File: config.mk
export PLATFORM = sky130hd
export DESIGN_NAME = fetch_redirect_ctrl
export DESIGN_NICKNAME = d
export VERILOG_FILES = /design/src/rtl/fetch_redirect_ctrl.sv
export SDC_FILE = /design/constraint.sdc
export NUM_CORES = 1
export LEC_CHECK = 0
export CAP_MARGIN = 20
export CORE_MARGIN = 2
export CORE_UTILIZATION = 43
export CTS_BUF_LIST = sky130_fd_sc_hd__clkbuf_8
export DETAILED_ROUTE_END_ITERATION = 10
export MAX_ROUTING_LAYER = met4
export PLACE_DENSITY = 0.85
export SYNTH_ARGS = -nofsm -noshare
export SYNTH_HDL_FRONTEND = slang
export SYNTH_SLANG_ARGS = --single-unit
File: constraint.sdc
create_clock -name clk -period 3.2 [get_ports clk]
set_input_delay 0.64 -clock clk [delete_from_list [all_inputs] [get_ports clk]]
set_output_delay 0.64 -clock clk [all_outputs]
set_load 0.005 [all_outputs]
File: src/rtl/fetch_redirect_ctrl.sv
// Fetch PC owner: applies branch redirects, holds them across stalls, kills wrong path.
// Optional taken-redirect counter enabled by defining BRANCH_STATS_EN.
module fetch_redirect_ctrl #(
    parameter int              PC_W     = 9,
    parameter logic [PC_W-1:0] RESET_PC = '0
) (
    input  logic            clk,
    input  logic            reset,
    input  logic            stall_i,
    input  logic            PcSel,
    input  logic [31:0]     BrPC,
    input  logic            halt_i,
    output logic [PC_W-1:0] pc_o,
    output logic            if_valid_o,
    output logic            flush_ifid_o,
    output logic            flush_idex_o,
    output logic            halted_o,
    output logic            misalign_o,
    output logic [15:0]     redirect_cnt_o
);

    typedef enum logic [1:0] {RUN, BUBBLE, HALTED} state_e;

    state_e          state_q, state_d;
    logic [PC_W-1:0] pc_q, pc_d;
    logic [PC_W-1:0] pend_q, pend_d;
    logic [PC_W-1:0] tgt;
    logic            pend_vld_q, pend_vld_d;
    logic            valid_q, valid_d;
    logic            halted_q, halted_d;
    logic            mis_q, mis_d;
    logic            apply;
    logic            unused_hi;

    assign unused_hi = ^BrPC[31:PC_W];

    always_comb begin
        state_d    = state_q;
        pc_d       = pc_q;
        pend_d     = pend_q;
        pend_vld_d = pend_vld_q;
        valid_d    = valid_q;
        halted_d   = halted_q;
        mis_d      = 1'b0;
        apply      = 1'b0;
        tgt        = pend_q;
        if (state_q != HALTED) begin
            if (halt_i) begin
                state_d    = HALTED;
                halted_d   = 1'b1;
                valid_d    = 1'b0;
                pend_vld_d = 1'b0;
            end else begin
                // A live redirect supersedes any older pending target
                if (PcSel && !stall_i) begin
                    apply = 1'b1;
                    tgt   = BrPC[PC_W-1:0];
                end else if (!stall_i && pend_vld_q) begin
                    apply = 1'b1;
                end
                if (PcSel && stall_i) begin
                    pend_vld_d = 1'b1;
                    pend_d     = BrPC[PC_W-1:0];
                end
                if (apply) begin
                    pc_d       = {tgt[PC_W-1:2], 2'b00};
                    state_d    = BUBBLE;
                    valid_d    = 1'b0;
                    pend_vld_d = 1'b0;
                    mis_d      = |tgt[1:0];
                end else if (state_q == BUBBLE) begin
                    state_d = RUN;
                    valid_d = 1'b1;
                end else if (!stall_i) begin
                    // First fetch after reset is not advanced past
                    if (valid_q) pc_d = pc_q + PC_W'(3'd4);
                    valid_d = 1'b1;
                end
            end
        end
    end

    always_ff @(posedge clk) begin
        if (reset) begin
            state_q    <= RUN;
            pc_q       <= RESET_PC;
            pend_q     <= '0;
            pend_vld_q <= 1'b0;
            valid_q    <= 1'b0;
            halted_q   <= 1'b0;
            mis_q      <= 1'b0;
        end else begin
            state_q    <= state_d;
            pc_q       <= pc_d;
            pend_q     <= pend_d;
            pend_vld_q <= pend_vld_d;
            valid_q    <= valid_d;
            halted_q   <= halted_d;
            mis_q      <= mis_d;
        end
    end

    assign pc_o         = pc_q;
    assign if_valid_o   = valid_q;
    assign halted_o     = halted_q;
    assign misalign_o   = mis_q;
    assign flush_ifid_o = PcSel && !reset && (state_q != HALTED);
    assign flush_idex_o = flush_ifid_o;

`ifdef BRANCH_STATS_EN
    logic [15:0] cnt_q;

    always_ff @(posedge clk) begin
        if (reset)
            cnt_q <= '0;
        else if (apply && cnt_q != 16'hFFFF)
            cnt_q <= cnt_q + 16'd1;
    end

    assign redirect_cnt_o = cnt_q;
`else
    assign redirect_cnt_o = '0;
`endif

endmodule

==> impl_metrics.csv, run 1 <==
group,metric,value,unit
outcome,status,"complete, no violations",
drt,antenna_left,0,
timing,min_period_over_period,0.7790,
clock_network,cts_tree,"yes",
finish,fin_nets,216,
placement,hpwl,1993,um
global_routing,gr-total-overflow,0,
synth,seq_area_frac_synth,0.3256,
pwr,peakVddDrop,0.1388,mV
synth,synthCells,156,
placement,placed_area,1534,um^2
synth,ys_types,42,
floorplan,num_rows,20,
synth,syn_area,1353,um^2
clock_network,root_buffer,"clkbuf_8",
setup_path,critPathKind,"input port to primary output",
placement,io_buffers,25,
floorplan,die_h,60.09,um
drt,first_iter_violations,16,
timing,setup_viol,0,
drt,drt-wirelength-per-cell,12.57,um
setup_path,required,2.56,ns
setup_path,cp_slowest_cell,"clkdlybuf4s50_1",
pwr,p_leak,0.0006485,uW
timing,rsz0062_at_grt,"false",
floorplan,die_area,3610,um^2
timing,fmax,401.2,MHz
drt,vias,1130,
placement,place_congestion,0.8632,
global_routing,grt_pass1_vias,1072,
floorplan,core_area,3028,um^2
setup_path,cp_cell_sequence,"clkdlybuf4s50_1 > inv_1 > and3_1 > clkdlybuf4s50_1",
timing,worst_pin_slew,0.4982,ns
floorplan,ios,67,
min_path,hp-class,"flip-flop to flip-flop",
drt,viasPerCell,5.113,
pwr,powerDensity,382.2,nW/um^2
setup_path,crit_fanout,3,
clock_network,cts.clk_slew.worst_paths,0.08,ns
floorplan,die_x,60.09,um
clock_network,cts_resized,0,
timing,hold_viol,0,
clock_network,clk_latency,0.27,ns
global_routing,grt_pass1_wl,4540,um
clock_network,hold_buffers,0,
setup_path,critPathMaxStageDelay,0.50,ns
drt,drc,0,
synth,synth-seq-cells,22,
setup_path,critPathTopFamily,"buffers and inverters",
timing,slew_headroom,0.6668,
global_routing,grtUsageTotal,0.1706,
clock_network,clkSinkCount,22,
clock_network,htree_levels,1,
finish,areaGrowthSynthToFinish,17.48,%
drt,finalWirelength,2779,um
setup_path,crit_top_cell,"clkdlybuf4s50_1",
run,drv_cap,0,
finish,drive_gt1_frac,0.08475,
synth,avgSynthCellArea,8.670,um^2
timing,final.setup_skew,0.004154,ns
global_routing,grt_max_degree,23,
setup_path,critPathBufInv,3,
drt,dr.pass1.iters,4,
floorplan,start_util,0.4467,
finish,antennaDiodeCount,0,
clock_network,postCtsSetupBuffers,0,
setup_path,worstPathArrival,1.85,ns
timing,fin_crit,2.493,ns
timing,report.final.slew_viol_count,0,
clock_network,clk_path_buf_depth,2,
synth,yosys_warnings,0,
finish,stdcell_area,1589,um^2
clock_network,cts_buffers,3,
global_routing,antenna_found_initial,0,
timing,setup-tns-final,0,ns
setup_path,startpoint_type,"input port",
pwr,finalPower,607.3,uW
setup_path,crit_path_end_kind,"primary output",
-- per-stage QoR --
stage               hold slack [ns]  std cells  setup slack, ns  utilization
finish                       0.4804        221           0.7072       0.5248
global route                 0.5005        221           0.6683       0.5248
CTS                          0.4848        221           0.7082       0.5248
detailed placement           0.4627        217           0.7154       0.5066
global placement             0.4603        217           0.7257       0.5066
floorplan                    0.4560        173            1.392            -
-- registers in the layout, summed over array words and instances, names as in the netlist --
name,cells
halted_o,1
misalign_o,1
state_q,2
pend_q,9
pc_o,7
if_valid_o,1
pend_vld_q,1
-- synth_stat cells, drive strengths merged --
library cell	count	area, um^2
nor3b	2	15.01
nor2	23	86.33
mux2i	10	100.1
o31ai	3	22.52
a211oi	3	35.03
dfxtp	22	440.4
o21ba	2	20.02
o41ai	2	25.03
o21bai	1	11.26
a2111oi	1	10.01
ha	1	12.51
nand4	1	6.260
nand4b	1	8.760
nand3b	3	22.52
and2	1	6.260
buf	28	210.2
a21oi	15	75.07
a41oi	1	8.760
a211o	1	8.760
inv	2	7.510
nor4b	2	17.52
nand2b	3	26.27
and3b	1	8.760
a221oi	1	8.760
a31oi	2	12.51
conb	1	3.750
o21ai	3	15.01
o211ai	2	15.01
and3	3	18.77
o32a	1	10.01
nand3	2	10.01
o311ai	2	17.52
nand2	5	26.27
nor3	5	30.03
-- kinds of logic (layout without fill, tap and decap cells) --
family / Yosys count / after routing / synth area share
simple gates: 52 / 52 / 0.2091
compound gates: 40 / 40 / 0.2183
buf+inv: 30 / 34 / 0.1610
flops: 22 / 22 / 0.3256
mux: 10 / 10 / 0.07401
fa+ha+maj: 1 / 1 / 0.009249
other cells: 1 / 18 / 0.002773
-- path summary, 6_finish.rpt --
path | start | endpoint | slack, ns | depth (start not counted)
min | halted_o$_SDFFE_PP0P_ | halted_o$_SDFFE_PP0P_ | 0.48 | 2
max | reset | flush_idex_o | 0.71 | 4
min reg2reg | halted_o$_SDFFE_PP0P_ | halted_o$_SDFFE_PP0P_ | 0.48 | 2
max reg2reg | state_q[0]$_SDFFE_PP0P_ | pend_q[6]$_SDFFE_PP0P_ | 1.62 | 5
-- worst min-delay path, delay by kind of cell (launching register included) --
family | cells | cell delay [ns]
and+or+nand+nor | 1 | 0.07
AOI/OAI and AO/OA | 1 | 0.04
DFF | 1 | 0.34
-- placed cells by master, fill, tap and decap left out, types with 2 or more instances in the layout --
master,n
clkdlybuf4s50_1,25
nor2_1,23
nand3_1,2
o31ai_1,3
o311ai_1,2
nand3b_1,3
a21oi_1,15
clkbuf_8,4
a31oi_1,2
o211ai_1,2
and3_1,3
nor3b_1,2
nor4b_1,2
inv_1,2
nand2_1,4
mux2i_1,10
buf_4,3
a211oi_1,2
conb_1,18
o21ba_2,2
o21ai_0,3
nor3_1,4
dfxtp_1,22
nand2b_1,2
-- cell type report --
class	instances	area, um^2
multi-input combinational	121	758.2
fill	299	1439
timing repair buffer	28	272.8
sequential	22	440.4
clock buffer	4	55.05
inverter	2	7.507
tap	44	55.05
-- power by group --
group          total, uW  internal, uW  switching [uW]
sequential           294           283            10.8
combinational        106          50.8            54.9
clock                208           110            97.5
-- per-layer routing --
metal | part of all wire | GRT usage
met4 | 0.021 | 0.09524
met3 | 0.042 | 0.02814
met5 | 0 | -
met2 | 0.48 | 0.2733
met1 | 0.46 | 0.2013
Note: power is estimated with default switching activity, not from simulation.
==> run 2, diff against run 1 <==
--- a/config.mk
+++ b/config.mk
@@ -7,11 +7,11 @@
 export LEC_CHECK = 0
 export CAP_MARGIN = 20
 export CORE_MARGIN = 2
-export CORE_UTILIZATION = 43
+export CORE_UTILIZATION = 41
 export CTS_BUF_LIST = sky130_fd_sc_hd__clkbuf_8
 export DETAILED_ROUTE_END_ITERATION = 10
 export MAX_ROUTING_LAYER = met4
-export PLACE_DENSITY = 0.85
+export PLACE_DENSITY = 0.81
 export SYNTH_ARGS = -nofsm -noshare
 export SYNTH_HDL_FRONTEND = slang
 export SYNTH_SLANG_ARGS = --single-unit
==> constraint.sdc (replaced) <==
create_clock -name clk -period 2.3 [get_ports clk]
set_input_delay 0.46 -clock clk [delete_from_list [all_inputs] [get_ports clk]]
set_output_delay 0.46 -clock clk [all_outputs]
set_load 0.005 [all_outputs]
==> run 2 against run 1 <==
  * Sequential share of layout area shrank 0.74 points
  * First-iteration DRC count grew 130%
  * Die area grew 4.5%
  * Largest power group unchanged
  * Highest routed layer unchanged
==> impl_metrics.csv, run 2 (synthesized netlist as in run 1, its figures left out) <==
group,metric,value,unit
timing,setup_viol,0,
floorplan,die_area,3774,um^2
global_routing,gr-total-overflow,0,
min_path,min_from,"halted_o$_SDFFE_PP0P_",
global_routing,grt_pass1_vias,1084,
setup_path,crit_fanout,2,
placement,hpwl,2094,um
finish,regMostFlops,"pend_q",
timing,rsz0062_at_grt,"false",
timing,fin_crit,2.157,ns
clock_network,cts_buffers,3,
pwr,p_leak,0.0006694,uW
clock_network,postCtsSetupBuffers,0,
setup_path,critPathKind,"input port to primary output",
setup_path,r2r-start,"pend_vld_q$_SDFFE_PP0P_",
min_path,hp-class,"flip-flop to flip-flop",
drt,drt-wirelength-per-cell,12.76,um
timing,fmax,463.5,MHz
placement,place_inst,219,
clock_network,htree_levels,1,
clock_network,clk_latency,0.27,ns
timing,report.final.slew_viol_count,0,
setup_path,required,1.84,ns
floorplan,num_rows,20,
pwr,powerDensity,567.0,nW/um^2
setup_path,crit_path_end,"flush_ifid_o",
floorplan,core_area,3103,um^2
placement,io_buffers,25,
drt,viasPerCell,5.139,
global_routing,grt_pass1_wl,4795,um
drt,vias,1146,
finish,drive_gt1_frac,0.09497,
clock_network,clkSinkCount,22,
drt,dr.pass1.iters,4,
clock_network,clk_path_buf_depth,2,
drt,finalWirelength,2846,um
timing,setup-tns-final,0,ns
setup_path,worstPathArrival,1.70,ns
setup_path,critPathLaunch,"PcSel",
finish,areaGrowthSynthToFinish,20.72,%
placement,place_congestion,0.8401,
setup_path,r2r_cells,4,
setup_path,startpoint_type,"input port",
drt,first_iter_violations,36,
finish,layoutNonFillerInstCount,223,
clock_network,root_buffer,"clkbuf_8",
floorplan,die_x,61.44,um
floorplan,ios,67,
floorplan,start_util,0.4359,
global_routing,grtUsageTotal,0.1755,
timing,hold_viol,0,
run,drv_cap,0,
finish,fillerInstances,309,
finish,fin_nets,218,
setup_path,r2r-end,"pc_o[7]$_SDFFE_PP0P_",
finish,largest_register_ff_count,9,
clock_network,hold_buffers,0,
finish,final_cell_mix,"25 x clkdlybuf4s50_1, 23 x nor2_1, 22 x dfxtp_1",
clock_network,cts_tree,"yes",
finish,layout_commonest_cell,"clkdlybuf4s50_1",
clock_network,cts_resized,0,
floorplan,die_h,61.44,um
timing,whs,0.4807,ns
global_routing,grt_max_degree,23,
setup_path,crit_path_end_kind,"primary output",
pwr,peakVddDrop,0.4019,mV
drt,drc,0,
setup_path,regToRegSetupSlack,0.68,ns
timing,min_period_over_period,0.9380,
timing,final.setup_skew,0.005928,ns
finish,antennaDiodeCount,0,
global_routing,antenna_found_initial,0,
outcome,status,"complete, no violations",
drt,antenna_left,0,
clock_network,cts.clk_slew.worst_paths,0.08,ns
[run 2: changes by cell type in the layout (fill, tap and decap cells not counted), sizes merged]
cell and delta:
clkbuf -1, bufinv +1, buf +2
[run 2: worst min-delay path by stage]
stage / to / cells after the start
floorplan: pend_q[7]$_SDFFE_PP0P_ / 2
global placement: halted_o$_SDFFE_PP0P_ / 2
detailed placement: halted_o$_SDFFE_PP0P_ / 2
CTS: halted_o$_SDFFE_PP0P_ / 2
global route: pend_q[6]$_SDFFE_PP0P_ / 2
finish: halted_o$_SDFFE_PP0P_ / 2
[run 2: through the flow]
| step | area, um^2 | util | power, uW | setup slack [ns] |
|---|---|---|---|---|
| finish | 1633 | 0.5262 | 925.9 | 0.1427 |
| global placement | 1562 | 0.5032 | 569.1 | 0.1742 |
| detailed placement | 1562 | 0.5032 | 572.1 | 0.1290 |
| global route | 1633 | 0.5262 | 975.3 | 0.09131 |
| CTS | 1633 | 0.5262 | 941.0 | 0.1239 |
| floorplan | 1416 | - | 532.3 | 0.8521 |
[run 2: area by class of cell]
type,count,area [um^2],area share
clock inverter,1,30.03,0.01839
sequential,22,440.4,0.2697
tap,44,55.05,0.03372
timing repair buffer,30,300.3,0.1839
multi-input combinational,121,758.2,0.4644
clock buffer,3,41.29,0.02529
inverter,2,7.507,0.004598
[run 2: per-layer routing]
metal | share of wire | routed length, um | GRT usage | vias to the layer above
li1 | - | - | - | 574
met1 | 0.44 | 1262 | 0.2123 | 539
met2 | 0.49 | 1405 | 0.2948 | 31
met3 | 0.058 | 165 | 0.04622 | 2
met4 | 0.0046 | 13 | 0.03647 | 0
met5 | 0 | 0 | - | -
[run 2: worst max-delay path, stage by stage]
cell             delay, ns
clkdlybuf4s50_1       0.53
and3_1                0.20
clkdlybuf4s50_1       0.51
[run 2: power by group]
group / leakage [uW] / switching, uW / internal, uW
registers: 0.000179 / 14.9 / 394
clock network: 0.0000357 / 129 / 233
logic: 0.000455 / 79.1 / 75.9
==> run 3, diff against run 2 <==
--- a/config.mk
+++ b/config.mk
@@ -5,6 +5,7 @@
 export SDC_FILE = /design/constraint.sdc
 export NUM_CORES = 1
 export LEC_CHECK = 0
+export ABC_CLOCK_PERIOD_IN_PS = 2300
 export CAP_MARGIN = 20
 export CORE_MARGIN = 2
 export CORE_UTILIZATION = 41
==> results of run 3 <==
Same layout as run 2: the final DEF is identical, and so are final timing and power.
